[config.mk]
export PLATFORM = sky130hd
export DESIGN_NAME = mips_mc_control
export DESIGN_NICKNAME = d
export VERILOG_FILES = /design/src/rtl/mips_mc_control.sv
export SDC_FILE = /design/constraint.sdc
export NUM_CORES = 1
export LEC_CHECK = 0
export CAP_MARGIN = 0
export CORE_ASPECT_RATIO = 0.75
export CORE_MARGIN = 3
export CORE_UTILIZATION = 45
export CTS_BUF_LIST = sky130_fd_sc_hd__clkbuf_4 sky130_fd_sc_hd__clkbuf_8
export CTS_CLUSTER_SIZE = 10
export DETAILED_ROUTE_END_ITERATION = 8
export PLACE_DENSITY = 0.79
export SLEW_MARGIN = 20
export SYNTH_ARGS = -nofsm -noshare
export SYNTH_HDL_FRONTEND = slang
export SYNTH_SLANG_ARGS = --single-unit
[constraint.sdc]
create_clock -name clk -period 5.4 [get_ports clk]
set_input_delay 1.08 -clock clk [delete_from_list [all_inputs] [get_ports clk]]
set_output_delay 1.08 -clock clk [all_outputs]
set_load 0.01 [all_outputs]
[src/rtl/mips_mc_control.sv]
// Multicycle MIPS main control FSM: sequences fetch/decode/execute/memory/writeback,
// handshakes with a variable-latency memory and raises sticky bus/illegal-opcode flags.
module mips_mc_control #(
    parameter int MEM_TIMEOUT = 16,
    parameter bit OVF_TRAP    = 1'b1
) (
    input  logic       clk,
    input  logic       reset,
    input  logic [5:0] opcode,
    input  logic [5:0] funct,
    input  logic       Zero,
    input  logic       overflow,
    input  logic       mem_ready,
    output logic       MemRead,
    output logic       MemWrite,
    output logic       IorD,
    output logic       IRWrite,
    output logic       PCWrite,
    output logic [1:0] PCSrc,
    output logic       RegDst,
    output logic       MemtoReg,
    output logic       RegWrite,
    output logic       ALUSrc,
    output logic [1:0] ALUOp,
    output logic       ovf_exc,
    output logic       bus_err,
    output logic       illegal_op,
    output logic [3:0] dbg_state
);

    localparam logic [5:0] OP_R    = 6'b000000;
    localparam logic [5:0] OP_LW   = 6'b100011;
    localparam logic [5:0] OP_SW   = 6'b101011;
    localparam logic [5:0] OP_ADDI = 6'b001000;
    localparam logic [5:0] OP_BEQ  = 6'b000100;
    localparam logic [5:0] OP_BNE  = 6'b000101;
    localparam logic [5:0] OP_J    = 6'b000010;
    localparam logic [5:0] FN_ADD  = 6'b100000;
    localparam logic [5:0] FN_SUB  = 6'b100010;

    localparam int CW = (MEM_TIMEOUT > 2) ? $clog2(MEM_TIMEOUT) : 1;
    localparam logic [CW-1:0] CNT_LAST = CW'(MEM_TIMEOUT - 1);

    typedef enum logic [3:0] {
        S_FETCH, S_DECODE, S_MEMADDR, S_MEMRD, S_MEMWB, S_MEMWR, S_EXEC,
        S_ALUWB, S_ADDIEX, S_ADDIWB, S_BRANCH, S_JUMP, S_TRAP
    } state_t;

    state_t        state, state_n;
    logic [CW-1:0] wait_cnt, wait_cnt_n;
    logic          ovf_q, ovf_n;
    logic          bus_set, ill_set;
    logic          mem_state;

    assign mem_state = (state == S_FETCH) || (state == S_MEMRD) || (state == S_MEMWR);
    assign dbg_state = state;

    always_ff @(posedge clk or posedge reset) begin
        if (reset) begin
            state      <= S_FETCH;
            wait_cnt   <= '0;
            ovf_q      <= 1'b0;
            bus_err    <= 1'b0;
            illegal_op <= 1'b0;
        end else begin
            state    <= state_n;
            wait_cnt <= wait_cnt_n;
            ovf_q    <= ovf_n;
            if (bus_set) bus_err <= 1'b1;
            if (ill_set) illegal_op <= 1'b1;
        end
    end

    always_comb begin
        state_n    = state;
        ovf_n      = ovf_q;
        bus_set    = 1'b0;
        ill_set    = 1'b0;
        wait_cnt_n = wait_cnt;
        case (state)
            S_FETCH:   if (mem_ready) state_n = S_DECODE;
            S_DECODE: begin
                case (opcode)
                    OP_R:           state_n = S_EXEC;
                    OP_LW, OP_SW:   state_n = S_MEMADDR;
                    OP_ADDI:        state_n = S_ADDIEX;
                    OP_BEQ, OP_BNE: state_n = S_BRANCH;
                    OP_J:           state_n = S_JUMP;
                    default: begin
                        state_n = S_TRAP;
                        ill_set = 1'b1;
                    end
                endcase
            end
            S_MEMADDR: state_n = (opcode == OP_LW) ? S_MEMRD : S_MEMWR;
            S_MEMRD:   if (mem_ready) state_n = S_MEMWB;
            S_MEMWR:   if (mem_ready) state_n = S_FETCH;
            S_EXEC: begin
                // Only signed ADD/SUB can trap; ADDU/SUBU wrap silently.
                ovf_n   = overflow & ((funct == FN_ADD) | (funct == FN_SUB));
                state_n = S_ALUWB;
            end
            S_ADDIEX: begin
                ovf_n   = overflow;
                state_n = S_ADDIWB;
            end
            S_MEMWB, S_ALUWB, S_ADDIWB, S_BRANCH, S_JUMP: state_n = S_FETCH;
            S_TRAP:    state_n = S_TRAP;
            default:   state_n = S_FETCH;
        endcase
        // A completing mem_ready on the last allowed cycle takes priority over the timeout.
        if (mem_state && !mem_ready && (wait_cnt == CNT_LAST)) begin
            state_n = S_TRAP;
            bus_set = 1'b1;
        end
        if (state_n != state) wait_cnt_n = '0;
        else if (mem_state && !mem_ready) wait_cnt_n = wait_cnt + 1'b1;
    end

    always_comb begin
        MemRead  = 1'b0;
        MemWrite = 1'b0;
        IorD     = 1'b0;
        IRWrite  = 1'b0;
        PCWrite  = 1'b0;
        PCSrc    = 2'b00;
        RegDst   = 1'b0;
        MemtoReg = 1'b0;
        RegWrite = 1'b0;
        ALUSrc   = 1'b0;
        ALUOp    = 2'b00;
        ovf_exc  = 1'b0;
        // Gating with reset keeps every strobe low from the moment reset rises.
        if (!reset) begin
            case (state)
                S_FETCH: begin
                    MemRead = 1'b1;
                    IRWrite = mem_ready;
                    PCWrite = mem_ready;
                end
                S_MEMADDR, S_ADDIEX: begin
                    ALUSrc = 1'b1;
                    ALUOp  = 2'b01;
                end
                S_MEMRD: begin
                    MemRead = 1'b1;
                    IorD    = 1'b1;
                end
                S_MEMWB: begin
                    RegWrite = 1'b1;
                    MemtoReg = 1'b1;
                end
                S_MEMWR: begin
                    MemWrite = 1'b1;
                    IorD     = 1'b1;
                end
                S_ALUWB, S_ADDIWB: begin
                    RegDst   = (state == S_ALUWB);
                    RegWrite = ~(OVF_TRAP & ovf_q);
                    ovf_exc  = OVF_TRAP & ovf_q;
                end
                S_BRANCH: begin
                    ALUOp   = (opcode == OP_BNE) ? 2'b11 : 2'b10;
                    PCSrc   = 2'b01;
                    PCWrite = (opcode == OP_BNE) ? ~Zero : Zero;
                end
                S_JUMP: begin
                    PCWrite = 1'b1;
                    PCSrc   = 2'b10;
                end
                default: ;
            endcase
        end
    end

endmodule

# After elaboration in Yosys (flattened, before gate mapping)
# Cells that the tools add are included.
# word_totals
ff_bits	11
# op_classes
n_addsub	1
n_reduce_logical	16
n_mux	39
eq_ne	22
bitwise_logic	4
# ops
operator	count
one-hot mux 4 bit (8 select lines)	1
== test 4 bit, second input constant	6
== test 6 bit, second input constant	4
2-to-1 mux 4 bit	6
2-to-1 mux 1 bit	23
one-hot mux 4 bit (5 select lines)	1
== test 4 x 3 -> 1 bit, second input constant	4
== test 6 x 3 -> 1 bit, second input constant	2
OR reduction 2 bit	6
== test 4 x 2 -> 1 bit, second input constant	2
one-hot mux 2 bit (2 select lines)	2
OR reduction 7 bit	1
== test 6 x 2 -> 1 bit, second input constant	1
== test 6 x 4 -> 1 bit, second input constant	1
logical NOT 6 bit	1
adder 4 x 1 -> 4 bit, second input constant	1
== test 4 x 1 -> 1 bit, second input constant	1
logical NOT 4 bit	1
2-to-1 mux 2 bit	2
!= test 4 bit	1
one-hot mux 1 bit (2 select lines)	2
nonzero test 2 bit	2
2-to-1 mux 3 bit	1
one-hot mux 1 bit (3 select lines)	1
other kinds (6)	9

# Longest topological paths before layout
# Gate-level depths: netlist (run 1).
# depth
depth_word	8
depth_mapped	7
depth_no_buf	5

# Worst setup path after synthesis (run 1)
# Ideal clock, no wire load.
# synth_timing
path_type	input -> output
startpoint	input opcode[1]
endpoint	output PCWrite
path_stages	4
required_time_ps	4320
n_path_buf	0
setup_slack_ps	2347
arrival_time_ps	1973
cell_sequence	nor4_2 -> nand3_1 -> xor2_1 -> o21ai_0
# synth_between
elab_chain_cells	4
# synth_rtl
element	line_no	source
from (decl)	9	input logic [5:0] opcode,
== test 6 x 3 -> 1 bit	165	PCWrite = (opcode == OP_BNE) ? ~Zero : Zero;
2-to-1 mux 1 bit	165	
one-hot mux 1 bit (3 select lines)	135	case (state)
2-to-1 mux 1 bit	134	if (!reset) begin
to (decl)	18	output logic PCWrite,
# Every way passes these cells.

# Worst setup path after layout (run 1)
# layout_timing
startpoint	input opcode[3]
endpoint	output PCWrite
# The elaborated chain is that of the path after synthesis.

==> summary.md, run 1 <==
| Metric | Value |
|---|---|
| Number of enable flip-flop cells after synthesis | `0` |
| Synthesized area per cell | `between 8 and 9 sq um` |
| Data required time of the critical path | `4.32 ns` |
| Sequential element share of the synthesized area | `25.0%` |
| Clock Latency Late Sink | `0.27 ns` |
| Status | `finished, final reports clean` |
| Synthesized Nets | `153` |
| Number of endpoints with negative hold slack in the final report | `0` |
| Core Box Area | `2150 sq um` |
| CTS root buffer | `sky130_fd_sc_hd__clkbuf_4` |
| Sort of element at the start of the critical path | `input port` |
| H-tree depth reported by CTS | `1` |
| Largest fanout of any net on the critical path | `6` |
| Post-route DRC | `0` |
| Placed wire-length estimate | `2180 um` |
| Routed vias/inst | `about 5.7` |
| Post-synth ARST share | `100%` |
| Post-DP Area | `1420 sq um` |
| Number of max-capacitance violations reported | `0` |
| Final nets | `182` |
| Maximum number of pins on one net before global-route repair | `25` |
| Worst max-slew margin expressed relative to the limit | `45.7%` |
| Crit path arrival time | `roughly 3.1 ns` |
| Transition time of the tightest slew-check pin | `0.815 ns` |
| Detailed router's first-iteration violation count | `116` |
| Number of storage elements in the synthesis netlist | `11` |
| I/O pin cnt | `37` |
| Total power divided by cell area | `346 nW/um^2` |
| Number of hold buffers added after cts | `0` |
| Number of nets with antenna violations after detailed routing | `0` |
| Die Footprint | `roughly 3100 sq um` |
| VDD IR max | `0.000176 V` |
| Pre-CTS WS | `1.25 ns` |
| Most frequent cells in the layout | `sky130_fd_sc_hd__clkdlybuf4s50_1 (35), sky130_fd_sc_hd__nor2_1 (14), sky130_fd_sc_hd__nor3_1 (12)` |
| Worst Slack Setup Final | `roughly 1.3 ns` |
| Overall overflow remaining after global route | `0` |
| Final-layout setup total negative slack | `0 ns` |
| Area of all placed cells without fillers | `between 1000 and 1500 sq um` |
| TritonCTS clock tree | `yes` |
| Number of instances in the synthesized netlist | `135` |
| Worst min-delay path class | `reg2reg` |
| I/O Buffers | `35` |
| Maximum count of clock buffers along a single path | `2` |
| Chip Width | `about 63 um` |
| Most common cell after layout, fill and taps aside | `sky130_fd_sc_hd__clkdlybuf4s50_1` |
| Final critical delay including setup and external delays | `4.13 ns` |
| Sort of element at the end of the critical path | `primary output` |
| Top_reg_cell synth | `sky130_fd_sc_hd__dfrtp_1` |
| Clock slew at the register clock pins of the worst setup and hold paths | `roughly 0.060 ns` |
| Routed len/inst | `about 14 um` |
| Period utilization | `about 77%` |
| Synth warnings | `0` |
| Row count | `14` |
| Total setup violations reported at the end of the flow | `0` |
| Setup clock skew after layout | `0.00397 ns` |
| Diodes inserted | `0` |
| Cell taking the most area after synthesis | `sky130_fd_sc_hd__dfrtp_1` |
| Global-route wire length before repair | `4750 um` |
| RSZ-0062 raised after global routing | `false` |
| Largest stage delay, worst path | `0.56 ns` |
| Post-CTS resize count | `0` |
| Global placer's final weighted congestion | `0.779` |
| Initial standard-cell utilization of the core | `51.0%` |
| Max Clock Freq | `242 MHz` |
| Via count of the first global-routing pass | `1007` |
| Synth-to-Final Area Change | `32.2%` |
| Global-route usage over all layers | `19.2%` |
| Sink count of the clock tree | `11` |
| Post-CTS setup buffer count | `0` |
| Fin util | `67.5%` |
| CP Cell Sequence | `clkdlybuf4s50_1, nor4_2, nand3_1, xor2_1, o21ai_0, clkdlybuf4s50_1` |
| Fraction of layout instances using a drive strength above 1 | `7.36%` |
| Cell area after synthesis | `1100 sq um` |
| Number of unique standard cell types used by synthesis | `44` |
| Total detailed-routing wirelength | `~2800 um` |
| Highest-delay cell along the critical path | `sky130_fd_sc_hd__clkdlybuf4s50_1` |
| Final count of pins violating max slew | `0` |
| CP most frequent cell | `sky130_fd_sc_hd__clkdlybuf4s50_1` |
| Ranking of synthesized cells by area | `sky130_fd_sc_hd__dfrtp_1 (25%), sky130_fd_sc_hd__nor3_1 (5.5%), sky130_fd_sc_hd__nor2_1 (4.8%)` |
| Height of the chip | `48.8 um` |
| Leak | `0.529 nW` |
| Kind of critical path | `in2out` |
| Num CTS Buffers | `3` |
| Drt pass-1 iters | `4` |
| Antenna violations before repair | `0` |
| Routed via count | `~1100` |
| Area fraction of the dominant cell type after synthesis | `25.0%` |
## sequential cells by signal, indices dropped and copies added (netlist names)
register	count
wait_cnt	4
bus_err	1
ovf_q	1
illegal_op	1
dbg_state	4
## cells in the mapped netlist, drive strengths merged, types with 4 or more instances
cell type,number
nand3,7
nand2,7
buf,9
nor4,4
nor2,14
inv,7
nor3,12
xnor2,6
dfrtp,11
nand2b,7
o21ai,5
a21oi,5
## through the flow
stage               power [mW]  hold slack (ns)  std cells
global route             0.552            0.511        195
CTS                      0.507            0.478        195
detailed placement       0.444            0.457        191
floorplan                0.361            0.503        135
global placement         0.436            0.453        191
finish                   0.503            0.475        195
## critical path, delay by kind of cell
| family | cells | cell delay [ns] |
|---|---|---|
| AO/OA/AOI/OAI | 1 | 0.14 |
| XOR/XNOR | 1 | 0.17 |
| buffers and inverters | 2 | 1.10 |
| AND/OR/NAND/NOR | 2 | 0.57 |
## cell type report
class | instances | area [sq um]
Multi-Input combinational cell | 106 | 732
Inverter | 7 | 26.3
Sequential cell | 11 | 275
Fill cell | 200 | 701
Timing Repair Buffer | 35 | 350
Tap cell | 32 | 40.0
Clock buffer | 4 | 30.0
## worst paths after layout
check / to / slack (ns) / depth (start not counted) / startpoint
max: PCWrite / 1.27 / 6 / opcode[3]
min: bus_err$_DFFE_PP0P_ / 0.47 / 1 / bus_err$_DFFE_PP0P_
max reg2reg: wait_cnt[2]$_DFFE_PP0P_ / 3.23 / 5 / dbg_state[2]$_DFF_PP0_
min reg2reg: bus_err$_DFFE_PP0P_ / 0.47 / 1 / bus_err$_DFFE_PP0P_
max in group asynchronous: illegal_op$_DFFE_PP0P_ / 3.71 / 2 / reset
min in group asynchronous: ovf_q$_DFFE_PP0P_ / 1.39 / 2 / reset
## layer usage
layer | vias up | GRT usage, % | part of all wire [%]
li1 | 551 | - | -
met1 | 519 | 27.7 | 45
met2 | 40 | 28.0 | 46
met3 | 2 | 5.07 | 7.9
met4 | 0 | 5.49 | 0.36
met5 | - | 0 | 0
## where the power goes
part / switching (mW) / internal [mW] / leakage (nW)
Combinational: 0.135 / 0.144 / 0.368
Clock: 0.0264 / 0.0336 / 0.0184
Sequential: 0.0659 / 0.0983 / 0.143
## logic make-up after synthesis
kind of cell,after synthesis,synth area share [%]
AND/OR/NAND/NOR,67,34.9
AO/OA/AOI/OAI,27,21.5
buffers and inverters,18,8.42
flip-flops,11,25.0
XOR/XNOR,9,7.17
multiplexers,2,1.82
adder cells (fa/ha/maj),1,1.14
Note: power is estimated with default switching activity, not from simulation.
==> inputs of run 2 (changes only) <==
clock period = 4.19 ns   (was 5.4 ns; I/O delays follow)
==> run 2 against run 1 <==
Compared with the run above: sequential cell count is the same; non-clock buffer count grew 1; critical path depth is the same; final area grew 0.52%; clock power grew 27%; hold slack is essentially flat; final cell count grew 0.51%; total power grew 30%; count of clock-buffer cells in the layout is the same; critical path type unchanged; critical endpoint unchanged; largest cell class unchanged.
==> summary.md, run 2 (synthesis gave the netlist of run 1 again) <==
| Metric | Value |
|---|---|
| Sink count of the clock tree | `11 (unchanged)` |
| Most frequent cells in the layout | `sky130_fd_sc_hd__clkdlybuf4s50_1 (35), sky130_fd_sc_hd__nor2_1 (14), sky130_fd_sc_hd__nor3_1 (12)` |
| CP most frequent cell | `sky130_fd_sc_hd__clkdlybuf4s50_1` |
| Total setup violations reported at the end of the flow | `0 (unchanged)` |
| Total internal power | `0.356 mW (+29%)` |
| Chip Width | `63.1 um (unchanged)` |
| Placed wire-length estimate | `2170 um (-0.35%)` |
| Kind of critical path | `in2out` |
| Count of buffer and inverter cells on the critical path | `2 (unchanged)` |
| Worst slack on hold paths | `0.475 ns (+0.0000650 ns)` |
| End point of the worst hold path | `bus_err$_DFFE_PP0P_` |
| Clock power share | `11.7% (-0.2 points)` |
| I/O pin cnt | `37 (unchanged)` |
| Reg2Reg Launch Point | `dbg_state[2]$_DFF_PP0_` |
| Worst min-delay path class | `reg2reg` |
| Number of nets with antenna violations after detailed routing | `0 (unchanged)` |
| Worst max-slew margin expressed relative to the limit | `44.2% (-1.5 points)` |
| VDD IR max | `0.000303 V (+72%)` |
| Die Footprint | `3080 sq um (unchanged)` |
| Total power divided by cell area | `447 nW/um^2 (+29%)` |
| Drt pass-1 iters | `4 (unchanged)` |
| Final count of pins violating max slew | `0 (unchanged)` |
| Instance count along the most critical hold path | `1 (unchanged)` |
| Category of cells accounting for the largest share of critical-path delay | `buffers and inverters` |
| Core Box Area | `2150 sq um (unchanged)` |
| Most common cell after layout, fill and taps aside | `sky130_fd_sc_hd__clkdlybuf4s50_1` |
| Crit path arrival time | `2.82 ns (-0.23 ns)` |
| Sort of element at the end of the critical path | `primary output` |
| Switching power as a share of total power | `45.5% (+0.32 points)` |
| Maximum count of clock buffers along a single path | `2 (unchanged)` |
| Global-route usage over all layers | `19.6% (+0.35 points)` |
| Transition time of the tightest slew-check pin | `0.837 ns (+0.0221 ns)` |
| Number of hold buffers added after cts | `0 (unchanged)` |
| Global placer's final weighted congestion | `0.789 (+1.3%)` |
| Row count | `14 (unchanged)` |
| Via count of the first global-routing pass | `1022 (+1.5%)` |
| Global-route wire length before repair | `4830 um (+1.7%)` |
| Post-CTS resize count | `0 (unchanged)` |
| Detailed router's first-iteration violation count | `72 (-38%)` |
| RSZ-0062 raised after global routing | `false` |
| Initial standard-cell utilization of the core | `51.0% (unchanged)` |
| Highest-delay cell along the critical path | `sky130_fd_sc_hd__clkdlybuf4s50_1` |
| Worst R2R Setup Slack | `2.00 ns (-1.23 ns)` |
| Routed via count | `1124 (+1.1%)` |
| Beginning of the worst hold path | `bus_err$_DFFE_PP0P_` |
| Largest fanout of any net on the critical path | `6 (unchanged)` |
| Sort of element at the start of the critical path | `input port` |
| Post-route DRC | `0 (unchanged)` |
| Height of the chip | `48.8 um (unchanged)` |
| Maximum number of pins on one net before global-route repair | `25 (unchanged)` |
| I/O Buffers | `35 (unchanged)` |
| Routed len/inst | `14.3 um (+1.4%)` |
| Net Switching | `0.297 mW (+31%)` |
| Diodes inserted | `0 (unchanged)` |
| Leak | `0.534 nW (+0.91%)` |
| Clock Latency Late Sink | `0.27 ns (about the same)` |
| TritonCTS clock tree | `yes` |
| Final-layout setup total negative slack | `0 ns (unchanged)` |
| Number of max-capacitance violations reported | `0 (unchanged)` |
| Number of endpoints with negative hold slack in the final report | `0 (unchanged)` |
| Total detailed-routing wirelength | `2810 um (+1.9%)` |
| H-tree depth reported by CTS | `1 (unchanged)` |
| Fraction of layout instances using a drive strength above 1 | `7.93% (+0.56 points)` |
| Post-CTS setup buffer count | `0 (unchanged)` |
| Setup clock skew after layout | `0.000461 ns (-0.00351 ns)` |
| Routed vias/inst | `5.73 (+0.56%)` |
| CTS root buffer | `sky130_fd_sc_hd__clkbuf_4` |
| CP Cell Sequence | `clkdlybuf4s50_1, nor4_2, nand3_1, xor2_1, o21ai_0, clkdlybuf4s50_1` |
| Data required time of the critical path | `3.35 ns (-0.97 ns)` |
| Overall overflow remaining after global route | `0 (unchanged)` |
| Relative contribution of sequential cells to total power | `32.8% (+0.2 points)` |
| Synth-to-Final Area Change | `32.9%` |
| Num CTS Buffers | `3 (unchanged)` |
| Final critical delay including setup and external delays | `3.66 ns` |
| Share of total power in combinational logic | `55.5% (about the same)` |
| Final nets | `183 (+0.55%)` |
| Largest stage delay, worst path | `0.56 ns (about the same)` |
| Clock slew at the register clock pins of the worst setup and hold paths | `0.06 ns (about the same)` |
| Endpoint of the lowest-slack register-to-register path | `wait_cnt[2]$_DFFE_PP0P_` |
| Length in cells of the worst reg-to-reg path | `5 (unchanged)` |
| Max Clock Freq | `274 MHz` |
| Period utilization | `87.2%` |
| Status | `finished, final reports clean` |
| Antenna violations before repair | `0 (unchanged)` |
==> run 2: power groups by stage <==
| stage | logic, mW | clock network, mW | registers, mW |
|---|---|---|---|
| final | 0.363 | 0.0765 | 0.214 |
| after CTS | 0.363 | 0.0784 | 0.212 |
| after detailed placement | 0.362 | 0 | 0.214 |
| after global placement | 0.351 | 0 | 0.212 |
| after global routing | 0.399 | 0.0868 | 0.222 |
| after floorplan | 0.312 | 0 | 0.154 |
==> run 2: cell type report <==
type	count	area, sq um
multi-input cells	106	732
fillers	186	693
repair buffers	36	358
flip-flops and latches	11	275
well taps	32	40.0
clock buffers	4	30.0
inverters	7	26.3
==> run 2: per-layer routing <==
| layer | vias to the layer above | GRT usage [%] | part of all wire, % |
|---|---|---|---|
| li1 | 555 | - | - |
| met1 | 530 | 26.9 | 47 |
| met2 | 35 | 29.9 | 47 |
| met3 | 4 | 5.99 | 5.6 |
| met4 | 0 | 4.76 | 0.89 |
| met5 | - | 0 | 0 |
==> run 2: how the worst max path moves through the flow <==
stage	endpoint	cells past startpoint	slack, ns	start
final	PCWrite	6	0.53	opcode[3]
after global routing	PCWrite	6	0.37	opcode[3]
after CTS	PCWrite	6	0.53	opcode[3]
after detailed placement	PCWrite	6	0.53	opcode[3]
after global placement	PCWrite	6	0.61	opcode[3]
after floorplan	PCWrite	4	1.62	opcode[1]
==> run 2: metrics by stage <==
step	utilization (%)	instance area [sq um]	total power, mW	setup WS [ns]	cells
after CTS	67.8	1460	0.653	0.535	196
after global routing	67.8	1460	0.708	0.369	196
final	67.8	1460	0.653	0.535	196
after detailed placement	66.4	1430	0.575	0.530	192
after global placement	66.4	1430	0.562	0.611	192
after floorplan	-	1100	0.466	1.62	135
==> inputs of run 3 (changes only) <==
DONT_BUFFER_PORTS = 1   (was unset)
PLACE_DENSITY = unset   (was 0.79)
==> run 3 against run 2 <==
Compared with the run above: total power shrank 11%; sequential power is 2% lower; worst setup slack better by 0.68 ns; critical path depth decreased by 2; sequential share of layout area increased by 5.9 points; register-to-register slack barely moved; via count decreased by 13%; clock skew is 0.0025 ns higher; final area fell by 24%.
==> summary.md, run 3 (synthesis gave the netlist of run 1 again) <==
| Metric | Value |
|---|---|
| Status | `finished, final reports clean` |
| Core Box Area | `2150 sq um (unchanged)` |
| Total setup violations reported at the end of the flow | `0 (unchanged)` |
| Most frequent cells in the layout | `sky130_fd_sc_hd__nor2_1 (14), sky130_fd_sc_hd__nor3_1 (12), sky130_fd_sc_hd__dfrtp_1 (11)` |
| Area of all placed cells without fillers | `1110 sq um (-24%)` |
| Drt pass-1 iters | `4 (unchanged)` |
| Detailed router's first-iteration violation count | `44 (-39%)` |
| Max Clock Freq | `336 MHz (+23%)` |
| Number of max-capacitance violations reported | `0 (unchanged)` |
| Via count of the first global-routing pass | `905 (-11%)` |
| Overall overflow remaining after global route | `0 (unchanged)` |
| Routed vias/inst | `6.06 (+5.6%)` |
| H-tree depth reported by CTS | `1 (unchanged)` |
| Highest-delay cell along the critical path | `sky130_fd_sc_hd__dfrtp_1` |
| Initial standard-cell utilization of the core | `51.0% (unchanged)` |
| Total power consumption of the routed design | `0.580 mW (-11%)` |
| Row count | `14 (unchanged)` |
| Diodes inserted | `0 (unchanged)` |
| Die Footprint | `3080 sq um (unchanged)` |
| TritonCTS clock tree | `yes` |
| Setup clock skew after layout | `0.00294 ns (+0.00248 ns)` |
| Worst slack on hold paths | `0.450 ns (-0.0247 ns)` |
| Chip Width | `63.1 um (unchanged)` |
| Global-route wire length before repair | `4210 um (-13%)` |
| Clock power share | `13.5% (+1.8 points)` |
| Sink count of the clock tree | `11 (unchanged)` |
| Height of the chip | `48.8 um (unchanged)` |
| Worst min-delay path class | `in2async` |
| Crit path arrival time | `2.14 ns (-0.68 ns)` |
| Post-CTS resize count | `0 (unchanged)` |
| Antenna violations before repair | `0 (unchanged)` |
| Switching power as a share of total power | `48.5% (+3.0 points)` |
| Final count of pins violating max slew | `0 (unchanged)` |
| Largest fanout of any net on the critical path | `20 (+14)` |
| Final cell count without fillers | `161 (-18%)` |
| I/O pin cnt | `37 (unchanged)` |
| Number of hold buffers added after cts | `0 (unchanged)` |
| Total detailed-routing wirelength | `2540 um (-9.7%)` |
| CP Cell Sequence | `nand2b_1, nor2_1, a21oi_1, nor4b_1` |
| Worst Slack Setup Final | `1.22 ns (+0.680 ns)` |
| Num CTS Buffers | `3 (unchanged)` |
| Global placer's final weighted congestion | `0.757 (-4.0%)` |
| Net Switching | `0.281 mW (-5.4%)` |
| Final nets | `148 (-19%)` |
| Routed via count | `975 (-13%)` |
| Period utilization | `71.0% (-16 points)` |
| Total internal power | `0.299 mW (-16%)` |
| RSZ-0062 raised after global routing | `false` |
| Post-CTS setup buffer count | `0 (unchanged)` |
| VDD IR max | `0.000252 V (-17%)` |
| CTS root buffer | `sky130_fd_sc_hd__clkbuf_4` |
| Synth-to-Final Area Change | `1.02%` |
| Most common cell after layout, fill and taps aside | `sky130_fd_sc_hd__nor2_1` |
| Routed len/inst | `15.7 um (+10%)` |
| Placed wire-length estimate | `1920 um (-11%)` |
| Total power divided by cell area | `522 nW/um^2 (+17%)` |
| Post-DP Area | `1080 sq um (-24%)` |
| I/O Buffers | `0 (-100%)` |
| Final-layout setup total negative slack | `0 ns (unchanged)` |
| Share of total power in combinational logic | `50.2% (-5.3 points)` |
| Maximum count of clock buffers along a single path | `2 (unchanged)` |
| Largest stage delay, worst path | `0.86 ns (+0.30 ns)` |
| Fraction of layout instances using a drive strength above 1 | `10.1% (+2.2 points)` |
| Number of nets with antenna violations after detailed routing | `0 (unchanged)` |
| Data required time of the critical path | `3.35 ns (about the same)` |
| Fin util | `51.6% (-16 points)` |
| Pre-CTS WS | `1.52 ns (+0.994 ns)` |
| Leak | `0.405 nW (-24%)` |
| Total instance count after detailed placement | `157 (-18%)` |
| Final critical delay including setup and external delays | `2.97 ns (-0.680 ns)` |
| Sort of element at the start of the critical path | `flip-flop` |
| Clock Latency Late Sink | `0.27 ns (about the same)` |
| Kind of critical path | `reg2out` |
| Relative contribution of sequential cells to total power | `36.3% (+3.5 points)` |
| Transition time of the tightest slew-check pin | `0.815 ns (-0.0213 ns)` |
| Clock slew at the register clock pins of the worst setup and hold paths | `0.07 ns (about the same)` |
| Post-route DRC | `0 (unchanged)` |
| Number of endpoints with negative hold slack in the final report | `0 (unchanged)` |
| Maximum number of pins on one net before global-route repair | `24 (-4.0%)` |
| Worst max-slew margin expressed relative to the limit | `45.6% (+1.4 points)` |
| Sort of element at the end of the critical path | `primary output` |
| Global-route usage over all layers | `16.9% (-2.7 points)` |
run 3: final cells by class:
type | count | area (sq um)
Fill cell | 208 | 1040
Inverter | 7 | 26.3
Sequential cell | 11 | 275
Clock buffer | 4 | 30.0
Timing Repair Buffer | 1 | 7.51
Multi-Input combinational cell | 106 | 732
Tap cell | 32 | 40.0
run 3: path summary, 6_finish.rpt:
check,start,to,slack (ns),cells past startpoint
hold / removal,reset,dbg_state[3]$_DFF_PP0_,0.45,1
hold reg to reg,illegal_op$_DFFE_PP0P_,illegal_op$_DFFE_PP0P_,0.54,1
setup / recovery,dbg_state[3]$_DFF_PP0_,ovf_exc,1.22,4
setup reg to reg,dbg_state[2]$_DFF_PP0_,wait_cnt[3]$_DFFE_PP0P_,2.01,6
min in group clk,illegal_op$_DFFE_PP0P_,illegal_op$_DFFE_PP0P_,0.54,1
max in group asynchronous,reset,illegal_op$_DFFE_PP0P_,3.43,1
run 3: layer usage:
| metal | vias up | GRT usage [%] | part of all wire, % |
|---|---|---|---|
| met5 | - | 0 | 0 |
| met4 | 0 | 4.03 | 0.39 |
| met3 | 2 | 8.06 | 9.4 |
| met2 | 29 | 23.6 | 41 |
| met1 | 464 | 23.3 | 49 |
| li1 | 480 | - | - |
run 3: critical path: cells and delay by family (launching register included):
family             cells  cell delay (ns)
and+or+nand+nor        3             0.94
DFF                    1             0.86
AOI/OAI and AO/OA      1             0.07
run 3: power groups by stage:
stage	combinational [mW]	sequential, mW	clock, mW
after floorplan	0.312	0.154	0
after global placement	0.285	0.212	0
after detailed placement	0.288	0.212	0
after CTS	0.289	0.211	0.0824
after global routing	0.321	0.220	0.0898
final	0.291	0.210	0.0782
